$ cat src/rtl/fp_mul_pkg.sv
// Shared types and constants for the pipelined IEEE-754 multiplier.
package fp_mul_pkg;

    typedef enum logic [1:0] {FP_ZERO, FP_NORM, FP_INF, FP_NAN} fp_class_e;

    localparam int FLAG_INVALID   = 3;
    localparam int FLAG_OVERFLOW  = 2;
    localparam int FLAG_UNDERFLOW = 1;
    localparam int FLAG_INEXACT   = 0;

    // Built 64 bits wide so any supported format can slice off its own width.
    function automatic logic [63:0] canon_nan(input int exp_w, input int man_w);
        logic [63:0] r;
        r = ((64'd1 << exp_w) - 64'd1) << man_w;
        r = r | (64'd1 << (man_w - 1));
        return r;
    endfunction

    function automatic logic [63:0] max_finite(input int exp_w, input int man_w);
        logic [63:0] r;
        r = ((64'd1 << exp_w) - 64'd2) << man_w;
        r = r | ((64'd1 << man_w) - 64'd1);
        return r;
    endfunction

endpackage

$ cat src/rtl/fp_mul_norm_round.sv
// Final multiplier stage: normalise, round, range-check and pack the product.
module fp_mul_norm_round
    import fp_mul_pkg::*;
#(
    parameter  int EXP_W = 8,
    parameter  int MAN_W = 23,
    localparam int W     = 1 + EXP_W + MAN_W,
    localparam int EW    = EXP_W + 2,
    localparam int PW    = 2 * MAN_W + 2
) (
    input  logic                 sign,
    input  fp_class_e            cls_a,
    input  fp_class_e            cls_b,
    input  logic signed [EW-1:0] exp_sum,
    input  logic [PW-1:0]        prod,
    input  logic                 rnd_mode,
    output logic [W-1:0]         result,
    output logic [3:0]           flags
);
    localparam logic [63:0]          NAN_FULL = canon_nan(EXP_W, MAN_W);
    localparam logic [63:0]          MAX_FULL = max_finite(EXP_W, MAN_W);
    localparam logic signed [EW-1:0] E_MAX    = EW'(2**EXP_W - 1);
    localparam logic signed [EW-1:0] E_ZERO   = '0;

    logic [PW-1:0]        norm;
    logic [MAN_W-1:0]     frac;
    logic                 guard;
    logic                 sticky;
    logic                 inc;
    logic                 invalid;
    logic [MAN_W:0]       frac_rnd;
    logic signed [EW-1:0] exp_adj;
    logic [W-1:0]         inf_val;

    always_comb begin
        // Product of two [1,2) significands lies in [1,4); shift so the leading one sits at the MSB.
        norm     = prod[PW-1] ? prod : (prod << 1);
        frac     = norm[PW-2:MAN_W+1];
        guard    = norm[MAN_W];
        sticky   = |norm[MAN_W-1:0];
        inc      = rnd_mode && guard && (sticky || frac[0]);
        frac_rnd = {1'b0, frac} + {{MAN_W{1'b0}}, inc};
        exp_adj  = exp_sum + EW'(prod[PW-1]) + EW'(frac_rnd[MAN_W]);
        invalid  = (cls_a == FP_INF && cls_b == FP_ZERO) || (cls_a == FP_ZERO && cls_b == FP_INF);
        inf_val  = {sign, {EXP_W{1'b1}}, {MAN_W{1'b0}}};

        result = '0;
        flags  = '0;
        if (cls_a == FP_NAN || cls_b == FP_NAN || invalid) begin
            result              = NAN_FULL[W-1:0];
            flags[FLAG_INVALID] = invalid;
        end else if (cls_a == FP_INF || cls_b == FP_INF) begin
            result = inf_val;
        end else if (cls_a == FP_ZERO || cls_b == FP_ZERO) begin
            result = {sign, {(W-1){1'b0}}};
        end else if (exp_adj >= E_MAX) begin
            result               = rnd_mode ? inf_val : {sign, MAX_FULL[W-2:0]};
            flags[FLAG_OVERFLOW] = 1'b1;
            flags[FLAG_INEXACT]  = 1'b1;
        end else if (exp_adj <= E_ZERO) begin
            result                = {sign, {(W-1){1'b0}}};
            flags[FLAG_UNDERFLOW] = 1'b1;
            flags[FLAG_INEXACT]   = 1'b1;
        end else begin
            result              = {sign, exp_adj[EXP_W-1:0], frac_rnd[MAN_W-1:0]};
            flags[FLAG_INEXACT] = guard | sticky;
        end
    end

endmodule

$ cat src/rtl/fp_mul_pipe.sv
// Three-stage IEEE-754 multiplier with valid/ready flow control on both sides.
module fp_mul_pipe
    import fp_mul_pkg::*;
#(
    parameter  int EXP_W = 8,
    parameter  int MAN_W = 23,
    localparam int W     = 1 + EXP_W + MAN_W
) (
    input  logic         clk,
    input  logic         rst_n,
    input  logic         in_valid,
    output logic         in_ready,
    input  logic [W-1:0] a,
    input  logic [W-1:0] b,
    input  logic         rnd_mode,
    output logic         out_valid,
    input  logic         out_ready,
    output logic [W-1:0] result,
    output logic [3:0]   flags
);
    localparam int            EW   = EXP_W + 2;
    localparam int            PW   = 2 * MAN_W + 2;
    localparam int            SW   = MAN_W + 1;
    localparam logic [EW-1:0] BIAS = EW'(2**(EXP_W-1) - 1);

    logic adv;
    fp_class_e cls_a, cls_b;

    logic                 s1_valid_q, s1_valid_d, s1_sign_q, s1_sign_d, s1_rnd_q, s1_rnd_d;
    fp_class_e            s1_cls_a_q, s1_cls_a_d, s1_cls_b_q, s1_cls_b_d;
    logic signed [EW-1:0] s1_exp_q, s1_exp_d;
    logic [SW-1:0]        s1_sig_a_q, s1_sig_a_d, s1_sig_b_q, s1_sig_b_d;

    logic                 s2_valid_q, s2_valid_d, s2_sign_q, s2_sign_d, s2_rnd_q, s2_rnd_d;
    fp_class_e            s2_cls_a_q, s2_cls_a_d, s2_cls_b_q, s2_cls_b_d;
    logic signed [EW-1:0] s2_exp_q, s2_exp_d;
    logic [PW-1:0]        s2_prod_q, s2_prod_d;

    logic                 out_valid_q, out_valid_d;
    logic [W-1:0]         result_q, result_d, nr_result;
    logic [3:0]           flags_q, flags_d, nr_flags;

    function automatic fp_class_e classify(input logic [EXP_W-1:0] e, input logic [MAN_W-1:0] f);
        if (e == '0)
            return FP_ZERO;
        else if (&e)
            return (f == '0) ? FP_INF : FP_NAN;
        else
            return FP_NORM;
    endfunction

    // Whole pipeline moves as one unit, gated only by the output register being free.
    assign adv      = !out_valid_q || out_ready;
    assign in_ready = adv;

    always_comb begin
        cls_a = classify(a[W-2:MAN_W], a[MAN_W-1:0]);
        cls_b = classify(b[W-2:MAN_W], b[MAN_W-1:0]);

        s1_valid_d = s1_valid_q;
        s1_sign_d  = s1_sign_q;
        s1_rnd_d   = s1_rnd_q;
        s1_cls_a_d = s1_cls_a_q;
        s1_cls_b_d = s1_cls_b_q;
        s1_exp_d   = s1_exp_q;
        s1_sig_a_d = s1_sig_a_q;
        s1_sig_b_d = s1_sig_b_q;
        if (adv) begin
            s1_valid_d = in_valid;
            if (in_valid) begin
                s1_sign_d  = a[W-1] ^ b[W-1];
                s1_rnd_d   = rnd_mode;
                s1_cls_a_d = cls_a;
                s1_cls_b_d = cls_b;
                s1_exp_d   = EW'(a[W-2:MAN_W]) + EW'(b[W-2:MAN_W]) - BIAS;
                s1_sig_a_d = {cls_a == FP_NORM, a[MAN_W-1:0]};
                s1_sig_b_d = {cls_b == FP_NORM, b[MAN_W-1:0]};
            end
        end
    end

    always_comb begin
        s2_valid_d = s2_valid_q;
        s2_sign_d  = s2_sign_q;
        s2_rnd_d   = s2_rnd_q;
        s2_cls_a_d = s2_cls_a_q;
        s2_cls_b_d = s2_cls_b_q;
        s2_exp_d   = s2_exp_q;
        s2_prod_d  = s2_prod_q;
        if (adv) begin
            s2_valid_d = s1_valid_q;
            if (s1_valid_q) begin
                s2_sign_d  = s1_sign_q;
                s2_rnd_d   = s1_rnd_q;
                s2_cls_a_d = s1_cls_a_q;
                s2_cls_b_d = s1_cls_b_q;
                s2_exp_d   = s1_exp_q;
                s2_prod_d  = PW'(s1_sig_a_q) * PW'(s1_sig_b_q);
            end
        end
    end

    fp_mul_norm_round #(
        .EXP_W (EXP_W),
        .MAN_W (MAN_W)
    ) u_norm_round (
        .sign     (s2_sign_q),
        .cls_a    (s2_cls_a_q),
        .cls_b    (s2_cls_b_q),
        .exp_sum  (s2_exp_q),
        .prod     (s2_prod_q),
        .rnd_mode (s2_rnd_q),
        .result   (nr_result),
        .flags    (nr_flags)
    );

    always_comb begin
        out_valid_d = out_valid_q;
        result_d    = result_q;
        flags_d     = flags_q;
        if (adv) begin
            out_valid_d = s2_valid_q;
            if (s2_valid_q) begin
                result_d = nr_result;
                flags_d  = nr_flags;
            end
        end
    end

    always_ff @(posedge clk or negedge rst_n) begin
        if (!rst_n) begin
            s1_valid_q  <= 1'b0;
            s1_sign_q   <= 1'b0;
            s1_rnd_q    <= 1'b0;
            s1_cls_a_q  <= FP_ZERO;
            s1_cls_b_q  <= FP_ZERO;
            s1_exp_q    <= '0;
            s1_sig_a_q  <= '0;
            s1_sig_b_q  <= '0;
            s2_valid_q  <= 1'b0;
            s2_sign_q   <= 1'b0;
            s2_rnd_q    <= 1'b0;
            s2_cls_a_q  <= FP_ZERO;
            s2_cls_b_q  <= FP_ZERO;
            s2_exp_q    <= '0;
            s2_prod_q   <= '0;
            out_valid_q <= 1'b0;
            result_q    <= '0;
            flags_q     <= '0;
        end else begin
            s1_valid_q  <= s1_valid_d;
            s1_sign_q   <= s1_sign_d;
            s1_rnd_q    <= s1_rnd_d;
            s1_cls_a_q  <= s1_cls_a_d;
            s1_cls_b_q  <= s1_cls_b_d;
            s1_exp_q    <= s1_exp_d;
            s1_sig_a_q  <= s1_sig_a_d;
            s1_sig_b_q  <= s1_sig_b_d;
            s2_valid_q  <= s2_valid_d;
            s2_sign_q   <= s2_sign_d;
            s2_rnd_q    <= s2_rnd_d;
            s2_cls_a_q  <= s2_cls_a_d;
            s2_cls_b_q  <= s2_cls_b_d;
            s2_exp_q    <= s2_exp_d;
            s2_prod_q   <= s2_prod_d;
            out_valid_q <= out_valid_d;
            result_q    <= result_d;
            flags_q     <= flags_d;
        end
    end

    assign out_valid = out_valid_q;
    assign result    = result_q;
    assign flags     = flags_q;

endmodule

$ cat config.mk
export PLATFORM = sky130hd
export DESIGN_NAME = fp_mul_pipe
export DESIGN_NICKNAME = d
export VERILOG_FILES = /design/src/rtl/fp_mul_pkg.sv /design/src/rtl/fp_mul_norm_round.sv /design/src/rtl/fp_mul_pipe.sv
export SDC_FILE = /design/constraint.sdc
export NUM_CORES = 2
export LEC_CHECK = 0
export ABC_AREA = 1
export BUFFER_PORTS_ARGS = -buffer_cell sky130_fd_sc_hd__buf_4
export CAP_MARGIN = 20
export CORE_ASPECT_RATIO = 1.2
export CORE_MARGIN = 4
export CORE_UTILIZATION = 42
export DETAILED_ROUTE_END_ITERATION = 6
export GPL_TIMING_DRIVEN = 0
export PLACE_DENSITY = 0.69
export SLEW_MARGIN = 30
export SYNTH_ARGS = -nofsm -noshare
export SYNTH_HDL_FRONTEND = slang
export SYNTH_SLANG_ARGS = --single-unit
$ cat constraint.sdc
create_clock -name clk -period 7.3 [get_ports clk]
set_input_delay 0.365 -clock clk [delete_from_list [all_inputs] [get_ports clk]]
set_output_delay 0.365 -clock clk [all_outputs]
set_load 0.005 [all_outputs]
== After elaboration in Yosys (flattened, before gate mapping) ==
Cells that the tools add are included.
Storage, ports and cells
  word-level logic and storage cells: 80
  bits in registers: 167
  input port bits: 69
  output and inout port bits: 38
Operators by class
  add/subtract/negate cells: 5
  magnitude comparators: 2
  multiplexer cells: 22
  bitwise logic cells: 2
  reduce and logical (&&, ||, !) cells: 24
  equal/unequal tests: 6
  multipliers: 1
Operators with widths (number)
  $mux W31: 4
  $mul A24 B24 Y48: 1
  $mux W47: 1
  $logic_not A23 Y1: 2
  $mux W32: 1
  $add A23 B1 Y24: 1
  $mux W24: 1
  $reduce_or A23 Y1: 1
  $add A10 B1 Y10: 2
  $logic_not A8 Y1: 2
  $reduce_and A8 Y1: 2
  $ge A10 B9 Y1 const B: 1
  $le A10 B1 Y1 const B: 1
  $sub A9 B7 Y10 const B: 1
  $add A8 B8 Y9: 1
  $mux W3: 3
  $eq A2 B2 Y1 const B: 4
  $mux W1: 8
  $mux W2: 4
  $logic_or A1 B1 Y1: 7
  $reduce_and A2 Y1: 3
  $eq A2 B1 Y1 const B: 2
  $logic_and A1 B1 Y1: 4
  $logic_not A2 Y1: 2
  3 further kinds: 3

== Longest topological paths before layout ==
  depth in word-level cells: 12
  depth in mapped cells: 31
  gate-level depth less buffers: 29

== Cells and area by module ==
Synthesis repeated with hierarchy kept, for this count alone.
Unflattened totals
  cell total of the unflattened synthesis: 4050
  area, all modules: 29629.7 um2
By module, submodules not included
  fp_mul_pipe: seq. area each 4179.0 um2, times used 1, area each 27418.8 um2, cells each 3592
  fp_mul_norm_round: seq. area each 0.0 um2, times used 1, area each 2210.9 um2, cells each 458

== Worst setup path after synthesis ==
OpenSTA, ideal clock, no wires.
  kind: register -> register
  start: reg s1_sig_a_q[13]
  end: reg s2_prod_q[35]
  stages on the path, launching flop included: 28
  arrival: 5.915 ns
  path buffers: 2
  data required time: 7.182 ns
  period minus slack after synthesis: 6.033 ns
  slack: 1.267 ns
  setup time: 0.118 ns
  cells stage by stage: dfrtp_1 > clkbuf_1 > clkbuf_1 > nand2_1 > fa_1 > inv_1 > fa_1 > inv_1 > fa_1 > inv_1 > fa_1 > inv_1 > fa_1 > inv_1 > fa_1 > inv_1 > fa_1 > inv_1 > ha_1 > nand2_1 > nor2_1 > nand2_1 > o21ai_0 > nand3_1 > nand2_1 > nand2_1 > nand3_1 > nand2_1
On the way
  longest elaborated chain between the ends: 1
RTL lines
  start: declaration: RTL line fp_mul_pipe.sv:32  | logic [SW-1:0] s1_sig_a_q, s1_sig_a_d, s1_sig_b_q, s1_sig_b_d;
  start signal: assignment: RTL line fp_mul_pipe.sv:157  | s1_sig_a_q <= s1_sig_a_d;
  $mul A24 B24 Y48: RTL line fp_mul_pipe.sv:98  | s2_prod_d = PW'(s1_sig_a_q) * PW'(s1_sig_b_q);
  end signal: assignment: RTL line fp_mul_pipe.sv:165  | s2_prod_q <= s2_prod_d;
  end: declaration: RTL line fp_mul_pipe.sv:37  | logic [PW-1:0] s2_prod_q, s2_prod_d;
No other way between the ends.
A chain may end at the register's enable or synchronous reset.

== Final worst setup path ==
  start: reg s1_sig_a_q[19]
  end: reg s2_prod_q[33]
The elaborated chain is that of the path after synthesis.

==> qor.yml <==
status: "complete, no violations"
synth_seq_cells: 167
placed_cells: 4883
tritoncts.num_buffers: 17
critical_path_required_ns: 7.64
synth_fp_nets: 4619
synth_xor_area_share_pct: 0.916
drc: 0
critical-path-max-stage-delay_ns: 0.73
timing_max_transition_violations_final: 0
grt_antenna_before_repair: 0
timing_worst_setup_path_type: "flop to flop"
post-route-period-util_pct: 97.8
gr-usage-all-layers_pct: 26.0
grt_start_max_net_pins: 76
timing.setup.tns_ns: 0
critPathLaunchType: "flop"
chipWidth_um: 247
finalHoldViolCount: 0
antennaDiodeCount: 0
area_growth_syn_to_layout_pct: 9.12
timing.clock.skew_ns: 0.0133
synth_top_cell_area_share_pct: 33.8
core_region_area_sq_um: 67400
final_cell_count_no_fill: 4890
hpwl_mm: 77.1
syn_area_per_cell_sq_um: 7.41
yosys.area_share.adder_pct: 42.1
vias_per_cell: 5.15
worst_slew_pin_slew_ns: 0.871
last_weighted_congestion_value_of_the_routability_driven_placer: 0.998
tritoncts_clock_tree: "yes"
yosys.cell_types.count: 48
timing.critical_path.mode_cell: "sky130_fd_sc_hd__fa_1"
htree_num_levels: 4
die-area_sq_um: 72600
ys_seq_area_share_pct: 14.6
first_global_vias: 25700
dominant_combinational_cell_family_by_area_after_synthesis: "adder cells"
overflow_after_grt: 0
nets: 4723
syn_area_sq_um: 28700
max_cap_violations: 0
cell_with_the_most_instances_after_synthesis: "sky130_fd_sc_hd__nand2_1"
post-route-min-period_ns: 7.14
post-place-ws_ns: -0.497
numPortBuffers: 106
finalWirelength_mm: 93.1
worstPathCellList: "clkbuf_2 -> nand2_1 -> inv_1 -> fa_1 -> fa_1 -> inv_1 -> fa_1 -> fa_1 -> inv_1 -> fa_1 -> fa_1 -> inv_1 -> fa_1 -> inv_1 -> ha_1 -> a21oi_1 -> o21ai_0 -> a21boi_0 -> nor2_1 -> nor2_1 -> nand3_1 -> nand3_1 -> o21ai_0"
timing.critical_path.to_type: "flop"
cts.reportedPaths.clkPinSlew_ns: 0.07
yosysWarningCount: 0
cts_buffer_depth: 2
initial_utilization_pct: 42.6
num_rows: 104
ys_top_cells_by_count: "sky130_fd_sc_hd__nand2_1 (1,185), sky130_fd_sc_hd__inv_1 (1,021), sky130_fd_sc_hd__fa_1 (484)"
top_level_ports: 107
postCtsSetupBuffers: 0
worst_slack_ns: 0.157
cts-root-buf: "sky130_fd_sc_hd__clkbuf_16"
grt_first_pass_wirelength_mm: 144
ys_top_cells_by_area: "sky130_fd_sc_hd__fa_1 (34%), sky130_fd_sc_hd__nand2_1 (16%), sky130_fd_sc_hd__dfrtp_1 (15%)"
fmax_mhz: 140
synth-compound-area-share_pct: 4.85
drt_iter0_drcs: 2056
synth_simple_gate_area_share_pct: 21.4
antenna_violating_nets_post_route: 0
layout-drive-gt1-share_pct: 6.99
synth-edff-count: 0
synth-main-ff-cell: "sky130_fd_sc_hd__dfrtp_1"
slew_headroom_pct: 41.9
setup_violations: 0
via_count: 25200
iteration_count_of_the_initial_detailed_routing_pass: 5
clock_latency_ns: 0.47
worst-endpoint-arrival_ns: 7.48
synthDominantAreaCellType: "sky130_fd_sc_hd__fa_1"
postSynth.asyncResetShare_pct: 100
mux_contribution_to_synthesized_area_pct: 0
crit_path_max_fanout: 10
floorplan.die.height_um: 294
worst_hold_path_type: "input pin to flop"
synthesis.instances: 3874
wl_per_cell_um: 19.0
crit_slowest_cell: "sky130_fd_sc_hd__dfrtp_1"
cts_sinks: 167
## cells in the final DEF, fill, tap and decap left out, types with 7 or more instances in the layout
master	count
sky130_fd_sc_hd__a21oi_1	66
sky130_fd_sc_hd__buf_2	7
sky130_fd_sc_hd__buf_4	108
sky130_fd_sc_hd__buf_6	7
sky130_fd_sc_hd__clkbuf_1	61
sky130_fd_sc_hd__clkbuf_16	17
sky130_fd_sc_hd__clkbuf_2	69
sky130_fd_sc_hd__clkbuf_4	9
sky130_fd_sc_hd__dfrtp_1	159
sky130_fd_sc_hd__dfrtp_2	8
sky130_fd_sc_hd__fa_1	484
sky130_fd_sc_hd__ha_1	192
sky130_fd_sc_hd__inv_1	1021
sky130_fd_sc_hd__inv_2	7
sky130_fd_sc_hd__nand2_1	1185
sky130_fd_sc_hd__nand3_1	110
sky130_fd_sc_hd__nand3b_1	7
sky130_fd_sc_hd__nand4_1	27
sky130_fd_sc_hd__nor2_1	144
sky130_fd_sc_hd__nor2_2	11
sky130_fd_sc_hd__nor3_1	8
sky130_fd_sc_hd__nor4_1	19
sky130_fd_sc_hd__o21ai_0	127
sky130_fd_sc_hd__o21ai_1	24
sky130_fd_sc_hd__o21ai_2	7
sky130_fd_sc_hd__o21bai_1	7
sky130_fd_sc_hd__xnor2_1	22
sky130_fd_sc_hd__xor2_1	8
## cell type report
cell class	count	area, sq um
Multi-Input combinational cell	2493	19900
Sequential cell	167	4190
Timing Repair Buffer	109	868
Buffer	161	797
Clock buffer	18	439
Tap cell	901	1130
Fill cell	6817	36100
Inverter	1029	3860
Clock inverter	12	133
## sequential cells by signal, indices dropped and copies added, names as in the netlist, 2 cells and up
name,count
s2_cls_a_q,2
s1_cls_b_q,2
s1_cls_a_q,2
s2_exp_q,10
s1_sig_a_q,24
flags,4
s2_cls_b_q,2
result,32
s1_sig_b_q,24
s2_prod_q,48
s1_exp_q,10
## metal layers
layer | track usage, % | share of wire (%)
met5 | 0 | 0
met4 | 17.8 | 8.0
met3 | 4.20 | 8.4
met2 | 42.2 | 47
met1 | 31.9 | 37
## worst paths after layout
check	from	end	slack (ns)	cells past startpoint
min reg2reg	s2_valid_q$_DFFE_PN0N_	out_valid$_DFFE_PN0N_	0.45	2
max in group asynchronous	rst_n	s1_sig_a_q[13]$_DFFE_PN0P_	5.89	4
min	a[15]	s1_sig_a_q[15]$_DFFE_PN0P_	0.10	3
max reg2reg	s1_sig_a_q[19]$_DFFE_PN0P_	s2_prod_q[33]$_DFFE_PN0P_	0.16	23
min in group asynchronous	rst_n	result[15]$_DFFE_PN0P_	0.34	2
max	s1_sig_a_q[19]$_DFFE_PN0P_	s2_prod_q[33]$_DFFE_PN0P_	0.16	23
## per-stage QoR
stage,cell area (sq um),hold slack [ns],utilization (%)
CTS,31300,0.0938,46.4
global route,31300,0.116,46.4
floorplan,28700,0.0694,-
detailed placement,30700,0.224,45.5
global placement,30600,0.444,45.4
finish,31300,0.104,46.4
## logic make-up (layout without fill, tap and decap cells)
family	after synthesis	after routing
flip-flops	167	167
buffers and inverters	1214	1329
AND/OR/NAND/NOR	1530	1530
AO/OA/AOI/OAI	257	257
XOR/XNOR	30	30
adder cells (fa/ha/maj)	676	676
## critical path, delay by kind of cell, from the launching register on
| kind | cells | cell delay, ns |
|---|---|---|
| fa+ha+maj | 8 | 3.94 |
| flops | 1 | 0.73 |
| compound gates | 4 | 0.98 |
| simple gates | 5 | 0.58 |
| buf+inv | 6 | 0.78 |
## timing repair
action,in CTS,in global routing
gates cloned,0,0
pin swaps,0,0
setup endpoints to repair,30,31
hold endpoints to repair,24,0
gates resized for setup,25,154
hold buffers,1,0
Power is not shown: default switching activity piles up to over one toggle a cycle in this logic, so the estimate is an artifact.
